File: config.mk
export PLATFORM = sky130hd
export DESIGN_NAME = cp0_unit_flat
export DESIGN_NICKNAME = d
export VERILOG_FILES = /design/src/rtl/cp0_unit_if.sv /design/src/rtl/cp0_unit.sv /design/src/flat_wrapper.sv
export SDC_FILE = /design/constraint.sdc
export NUM_CORES = 1
export LEC_CHECK = 0
export CORE_UTILIZATION = 25
export DETAILED_ROUTE_END_ITERATION = 8
export GPL_TIMING_DRIVEN = 0
export SETUP_SLACK_MARGIN = 0.15
export SLEW_MARGIN = 20
export SYNTH_ARGS = -nofsm -noshare
export SYNTH_HDL_FRONTEND = slang
export SYNTH_SLANG_ARGS = --single-unit
File: constraint.sdc
create_clock -name clk -period 5.1 [get_ports clk]
set_clock_uncertainty 0.1 [all_clocks]
set_input_delay 1.02 -clock clk [delete_from_list [all_inputs] [get_ports clk]]
set_output_delay 1.02 -clock clk [all_outputs]
set_load 0.02 [all_outputs]
File: src/rtl/cp0_unit_if.sv
// Controller <-> CP0 bundle: decoded CP0 strobes and operands in, register
// read data, Status and the PC redirect out.
interface cp0_unit_if;
  logic        ena;
  logic        mfc0;
  logic        mtc0;
  logic        eret;
  logic [4:0]  cause;
  logic [31:0] pc;
  logic [4:0]  rd;
  logic [31:0] wdata;
  logic [31:0] rdata;
  logic [31:0] status;
  logic [31:0] exc_addr;
  logic        exc_taken;
  logic        timer_irq;

  modport master (
    output ena, mfc0, mtc0, eret, cause, pc, rd, wdata,
    input  rdata, status, exc_addr, exc_taken, timer_irq
  );

  modport slave (
    input  ena, mfc0, mtc0, eret, cause, pc, rd, wdata,
    output rdata, status, exc_addr, exc_taken, timer_irq
  );
endinterface

File: src/rtl/cp0_unit.sv
// Coprocessor-0: Status/Cause/EPC, exception entry/return and PC redirect.
// Optional Count/Compare timer enabled by defining CP0_TIMER_EN.
module cp0_unit #(
  parameter logic [31:0] EXC_VECTOR = 32'h0040_0004
) (
  input logic       clk,
  input logic       rst,
  cp0_unit_if.slave bus
);

  localparam logic [4:0] REG_COUNT   = 5'd9;
  localparam logic [4:0] REG_COMPARE = 5'd11;
  localparam logic [4:0] REG_STATUS  = 5'd12;
  localparam logic [4:0] REG_CAUSE   = 5'd13;
  localparam logic [4:0] REG_EPC     = 5'd14;

  logic [31:0] status_q, cause_q, epc_q;
  logic [31:0] status_d, cause_d, epc_d;
  logic        code_ok, en_bit, exc_taken, eret_go, wr_en;
  logic [31:0] rdata;

  // mfc0 only qualifies the read in the controller; the read path is free-running.
  logic unused_mfc0;
  assign unused_mfc0 = bus.mfc0;

`ifdef CP0_TIMER_EN
  logic [31:0] count_q, compare_q, count_d, compare_d;
  logic        timer_match;
  assign timer_match = (count_q == compare_q) && (compare_q != 32'd0);
`endif

  // Each exception code is gated by Status[0] and its own enable bit.
  always_comb begin
    code_ok = 1'b0;
    en_bit  = 1'b0;
    case (bus.cause)
      5'd8:    begin code_ok = 1'b1; en_bit = status_q[1]; end
      5'd9:    begin code_ok = 1'b1; en_bit = status_q[2]; end
      5'd13:   begin code_ok = 1'b1; en_bit = status_q[3]; end
      default: ;
    endcase
  end

  assign exc_taken = bus.ena & code_ok & status_q[0] & en_bit;
  assign eret_go   = bus.ena & bus.eret & ~exc_taken;
  assign wr_en     = bus.ena & bus.mtc0 & ~exc_taken & ~bus.eret;

  // NOTE: every next-state value gets a default first so no latch is inferred.
  always_comb begin
    status_d = status_q;
    cause_d  = cause_q;
    epc_d    = epc_q;
    if (exc_taken) begin
      status_d      = status_q << 5;
      cause_d[6:2]  = bus.cause;
      epc_d         = bus.pc;
    end else if (eret_go) begin
      status_d = status_q >> 5;
    end else if (wr_en) begin
      case (bus.rd)
        REG_STATUS: status_d = bus.wdata;
        REG_CAUSE:  cause_d  = bus.wdata;
        REG_EPC:    epc_d    = bus.wdata;
        default:    ;
      endcase
    end
`ifdef CP0_TIMER_EN
    count_d   = count_q + 32'd1;
    compare_d = compare_q;
    if (wr_en && bus.rd == REG_COUNT) count_d = bus.wdata;
    // Writing Compare acknowledges the pending timer interrupt.
    if (wr_en && bus.rd == REG_COMPARE) begin
      compare_d   = bus.wdata;
      cause_d[15] = 1'b0;
    end else if (timer_match) begin
      cause_d[15] = 1'b1;
    end
`else
    cause_d[15] = 1'b0;
`endif
  end

  // NOTE: state registers use non-blocking assignments only.
  always_ff @(posedge clk) begin
    if (rst) begin
      status_q <= '0;
      cause_q  <= '0;
      epc_q    <= '0;
`ifdef CP0_TIMER_EN
      count_q   <= '0;
      compare_q <= '0;
`endif
    end else begin
      status_q <= status_d;
      cause_q  <= cause_d;
      epc_q    <= epc_d;
`ifdef CP0_TIMER_EN
      count_q   <= count_d;
      compare_q <= compare_d;
`endif
    end
  end

  always_comb begin
    rdata = '0;
    case (bus.rd)
      REG_STATUS:  rdata = status_q;
      REG_CAUSE:   rdata = cause_q;
      REG_EPC:     rdata = epc_q;
`ifdef CP0_TIMER_EN
      REG_COUNT:   rdata = count_q;
      REG_COMPARE: rdata = compare_q;
`endif
      default:     ;
    endcase
  end

  assign bus.rdata     = rdata;
  assign bus.status    = status_q;
  assign bus.exc_taken = exc_taken;
  // eret redirect has precedence over the vector on the npc mux.
  assign bus.exc_addr  = bus.eret ? epc_q : (exc_taken ? EXC_VECTOR : 32'd0);
`ifdef CP0_TIMER_EN
  assign bus.timer_irq = cause_q[15] & status_q[15] & status_q[0];
`else
  assign bus.timer_irq = 1'b0;
`endif

endmodule

File: src/flat_wrapper.sv
// flat-port wrapper written by rule: the top's interface ports become plain ports
module cp0_unit_flat 
#(
  parameter logic [31:0] EXC_VECTOR = 32'h0040_0004
)
  (clk, rst, bus_ena, bus_mfc0, bus_mtc0, bus_eret, bus_cause, bus_pc, bus_rd, bus_wdata, bus_rdata, bus_status, bus_exc_addr, bus_exc_taken, bus_timer_irq);
  cp0_unit_if bus_i ();
  input logic clk;
  input logic rst;
  input wire logic [$bits(bus_i.ena)-1:0] bus_ena;
  input wire logic [$bits(bus_i.mfc0)-1:0] bus_mfc0;
  input wire logic [$bits(bus_i.mtc0)-1:0] bus_mtc0;
  input wire logic [$bits(bus_i.eret)-1:0] bus_eret;
  input wire logic [$bits(bus_i.cause)-1:0] bus_cause;
  input wire logic [$bits(bus_i.pc)-1:0] bus_pc;
  input wire logic [$bits(bus_i.rd)-1:0] bus_rd;
  input wire logic [$bits(bus_i.wdata)-1:0] bus_wdata;
  output wire logic [$bits(bus_i.rdata)-1:0] bus_rdata;
  output wire logic [$bits(bus_i.status)-1:0] bus_status;
  output wire logic [$bits(bus_i.exc_addr)-1:0] bus_exc_addr;
  output wire logic [$bits(bus_i.exc_taken)-1:0] bus_exc_taken;
  output wire logic [$bits(bus_i.timer_irq)-1:0] bus_timer_irq;
  assign bus_i.ena = bus_ena;
  assign bus_i.mfc0 = bus_mfc0;
  assign bus_i.mtc0 = bus_mtc0;
  assign bus_i.eret = bus_eret;
  assign bus_i.cause = bus_cause;
  assign bus_i.pc = bus_pc;
  assign bus_i.rd = bus_rd;
  assign bus_i.wdata = bus_wdata;
  assign bus_rdata = bus_i.rdata;
  assign bus_status = bus_i.status;
  assign bus_exc_addr = bus_i.exc_addr;
  assign bus_exc_taken = bus_i.exc_taken;
  assign bus_timer_irq = bus_i.timer_irq;
  cp0_unit #(.EXC_VECTOR(EXC_VECTOR)) u_core (.clk(clk), .rst(rst), .bus(bus_i));
endmodule
==> summary.txt, run 1 <==
CTS tree = yes
Design area = 0.00776 mm^2
Primary FF master, synth = dfxtp_1
Yosys warning count = 0
I/O pin cnt = 178
Site Rows = 53
Static leakage = 2.57 nW
Syn Std Cell Area = 0.00536 mm^2
Iteration-0 DRC Markers = 490
Number of synthesized flops with an enable pin = 0
# setup viols final = 0
Fraction of registers with async set/reset = 0
Tcrit/Tclk final = 0.933
Slew headroom = 0.457
Final HPWL DP = 16900 um
Port bufs = 174
Worst endpoint data arrival time = 3.64 ns
Setup TNS = 0 ns
Initial Util = 0.255
Max VDD drop = 0.157 mV
Synth-to-Final Area Change = 44.7%
Vias in the first global route = 5487
Hold Buf Count CTS = 0
Synth area leader = dfxtp_1
DRC = 0
H-tree levels = 3
Hold/Removal Path Class = flip-flop to flip-flop
Total number of vias = 5659
WS Path Type = primary input to primary output
Register area share after synthesis = 0.355
Seq cells post-synth = 95
Grt ovf = 0
Core area = 0.0210 mm^2
CTS Buf Count = 9
Nets = 903
Status = complete, no violations
Max Fclk = 0.210 GHz
Fin. Hold Viols = 0
Global-route wire length before repair = 33700 um
Vias/cell = 5.12
Initial antenna violation count = 2
Routed WL per cell = 20.4 um
Crit Path Max Fanout = 10
Max Cap Viol = 0
Post-Syn Nets = 718
Clock root buffer = clkbuf_16
Post-synthesis cell count = 638
Placed Area = 0.00745 mm^2
Worst setup margin = 0.342 ns
RSZ-0062 raised after global routing = no
Fin crit period = 4.76 ns
CTS max path bufs = 2
Post-synthesis cell type count = 36
Pin count of the biggest net entering global routing = 15
Max Slew Vio Count = 0
Top cell type's share of synthesized area = 0.355
CP Launch Type = primary input
Drt total wl = 22500 um
Util after Layout = 0.369
GRT Total Usage = 0.205
Die area = 0.0220 mm^2
Worst-Skew Late Latency = 0.35 ns
Syn Area/Cell = 8.40 um^2
Area contributors post-synth = dfxtp_1 (35%), mux2i_1 (19%), nand2_1 (6.2%)
Worst-path clk slew = 0.07 ns
Req. time, crit path = 3.98 ns
DR pass1 iterations = 5
Power Dens Cells = 223 mW/mm^2
Die width = 148 um
CP Capture Type = primary output
RePlAce Congestion = 0.870
Die H = 148 um
Share of cells above drive strength 1 = 0.0568
Dpl ws = -0.0239 ns
DRT antenna net count = 0
Slew of the pin with the lowest slew margin = 0.810 ns
Final hold slack = 0.359 ns
CTS Sinks = 95
-- final cells by class --
| type | instances | area [um^2] |
|---|---|---|
| well taps | 275 | 344 |
| plain buffers | 63 | 280 |
| fillers | 2173 | 13300 |
| diodes | 2 | 5.00 |
| flip-flops and latches | 95 | 1900 |
| inverters | 3 | 11.3 |
| multi-input cells | 477 | 3190 |
| repair buffers | 174 | 1740 |
| clock buffers | 14 | 274 |
| clock inverters | 2 | 13.8 |
-- layer usage --
metal,vias to the layer above,track usage,routed length [um]
li1,2670,-,-
met3,27,0.0479,1750
met4,0,0.0567,379
met5,-,0,0
met1,2715,0.271,10100
met2,247,0.329,10400
-- path summary, 6_finish.rpt --
check                        from                     to  slack (ns)  depth (start not counted)
min reg2reg    u_core.cause_q[22]     u_core.cause_q[22]        0.36                          2
min            u_core.cause_q[22]     u_core.cause_q[22]        0.36                          2
max                  bus_cause[3]        bus_exc_addr[2]        0.34                          8
max reg2reg  u_core.bus.status[0]  u_core.bus.status[23]        2.39                          5
-- registers in the layout (all words and copies together) (netlist names) --
register,flops
u_core.epc_q,32
u_core.bus.status,32
u_core.cause_q,31
-- synthesized netlist by cell type, types with 2 or more instances --
| cell | count |
|---|---|
| mux2_4 | 5 |
| buf_2 | 9 |
| nor4_1 | 20 |
| o21ai_1 | 2 |
| nand2_1 | 89 |
| nor2_1 | 30 |
| mux2i_1 | 101 |
| buf_4 | 7 |
| dfxtp_1 | 95 |
| a21oi_1 | 58 |
| nor3_2 | 3 |
| and2_1 | 31 |
| a211oi_1 | 5 |
| a32o_1 | 26 |
| o31ai_1 | 34 |
| nand2b_1 | 24 |
| inv_1 | 2 |
| o21ai_0 | 34 |
| clkbuf_1 | 46 |
-- power by group --
part | leakage (nW) | switching [mW] | total (mW) | internal (mW)
clock | 0.143 | 0.302 | 0.673 | 0.372
combinational | 1.66 | 0.145 | 0.273 | 0.128
sequential | 0.770 | 0.0294 | 0.786 | 0.757
total | 2.57 | 0.476 | 1.73 | 1.26
-- stage by stage --
step,std cells,total power [mW]
after floorplan,638,0.914
after global placement,1087,1.07
after detailed placement,1087,1.07
after CTS,1103,1.74
after global routing,1105,1.79
final,1105,1.73
-- placed cells by master, fill, tap and decap left out, types with 24 or more instances in the layout --
cell type | Yosys | routed
mux2i_1 | 101 | 101
and2_1 | 31 | 31
o21ai_0 | 34 | 34
clkbuf_1 | 46 | 43
a32o_1 | 26 | 26
dfxtp_1 | 95 | 95
a21oi_1 | 58 | 58
nand2b_1 | 24 | 24
clkdlybuf4s50_1 | 0 | 174
nor2_1 | 30 | 30
nand2_1 | 89 | 89
o31ai_1 | 34 | 34
-- cells by family after synthesis --
logic type / count (synthesis) / share of synthesized area
and+or+nand+nor: 207 / 0.191
AOI/OAI and AO/OA: 163 / 0.197
muxes: 106 / 0.203
DFF: 95 / 0.355
buffers and inverters: 66 / 0.0532
other: 1 / 0.000699
-- worst max-delay path, cell delays in order --
cell and delay, ns:
clkdlybuf4s50_1 0.44, nor4bb_2 0.41, and3_1 0.21, clkbuf_1 0.20, nand2_1 0.14, clkbuf_2 0.28
o21ai_0 0.28, clkdlybuf4s50_1 0.65
-- repair_timing --
item	CTS	global route
gates resized for setup	4	5
setup buffers	0	0
pin swaps	0	0
endpoints found under the hold margin	0	0
gates cloned	0	0
endpoints found under the setup margin	32	32
No activity file was read; power rests on OpenSTA's default activity.
==> run 2, diff against run 1 <==
--- a/config.mk
+++ b/config.mk
@@ -8,6 +8,7 @@
 export CORE_UTILIZATION = 25
 export DETAILED_ROUTE_END_ITERATION = 8
 export GPL_TIMING_DRIVEN = 0
+export HOLD_SLACK_MARGIN = 0.1
 export SETUP_SLACK_MARGIN = 0.15
 export SLEW_MARGIN = 20
 export SYNTH_ARGS = -nofsm -noshare
==> results of run 2 <==
Final layout, timing and power as in run 1 (identical DEF).
==> run 3, diff against run 2 <==
--- a/config.mk
+++ b/config.mk
@@ -10,6 +10,7 @@
 export GPL_TIMING_DRIVEN = 0
 export HOLD_SLACK_MARGIN = 0.1
 export SETUP_SLACK_MARGIN = 0.15
+export SKIP_LAST_GASP = 1
 export SLEW_MARGIN = 20
 export SYNTH_ARGS = -nofsm -noshare
 export SYNTH_HDL_FRONTEND = slang
==> results of run 3 <==
Final layout, timing and power as in run 1 (identical DEF).
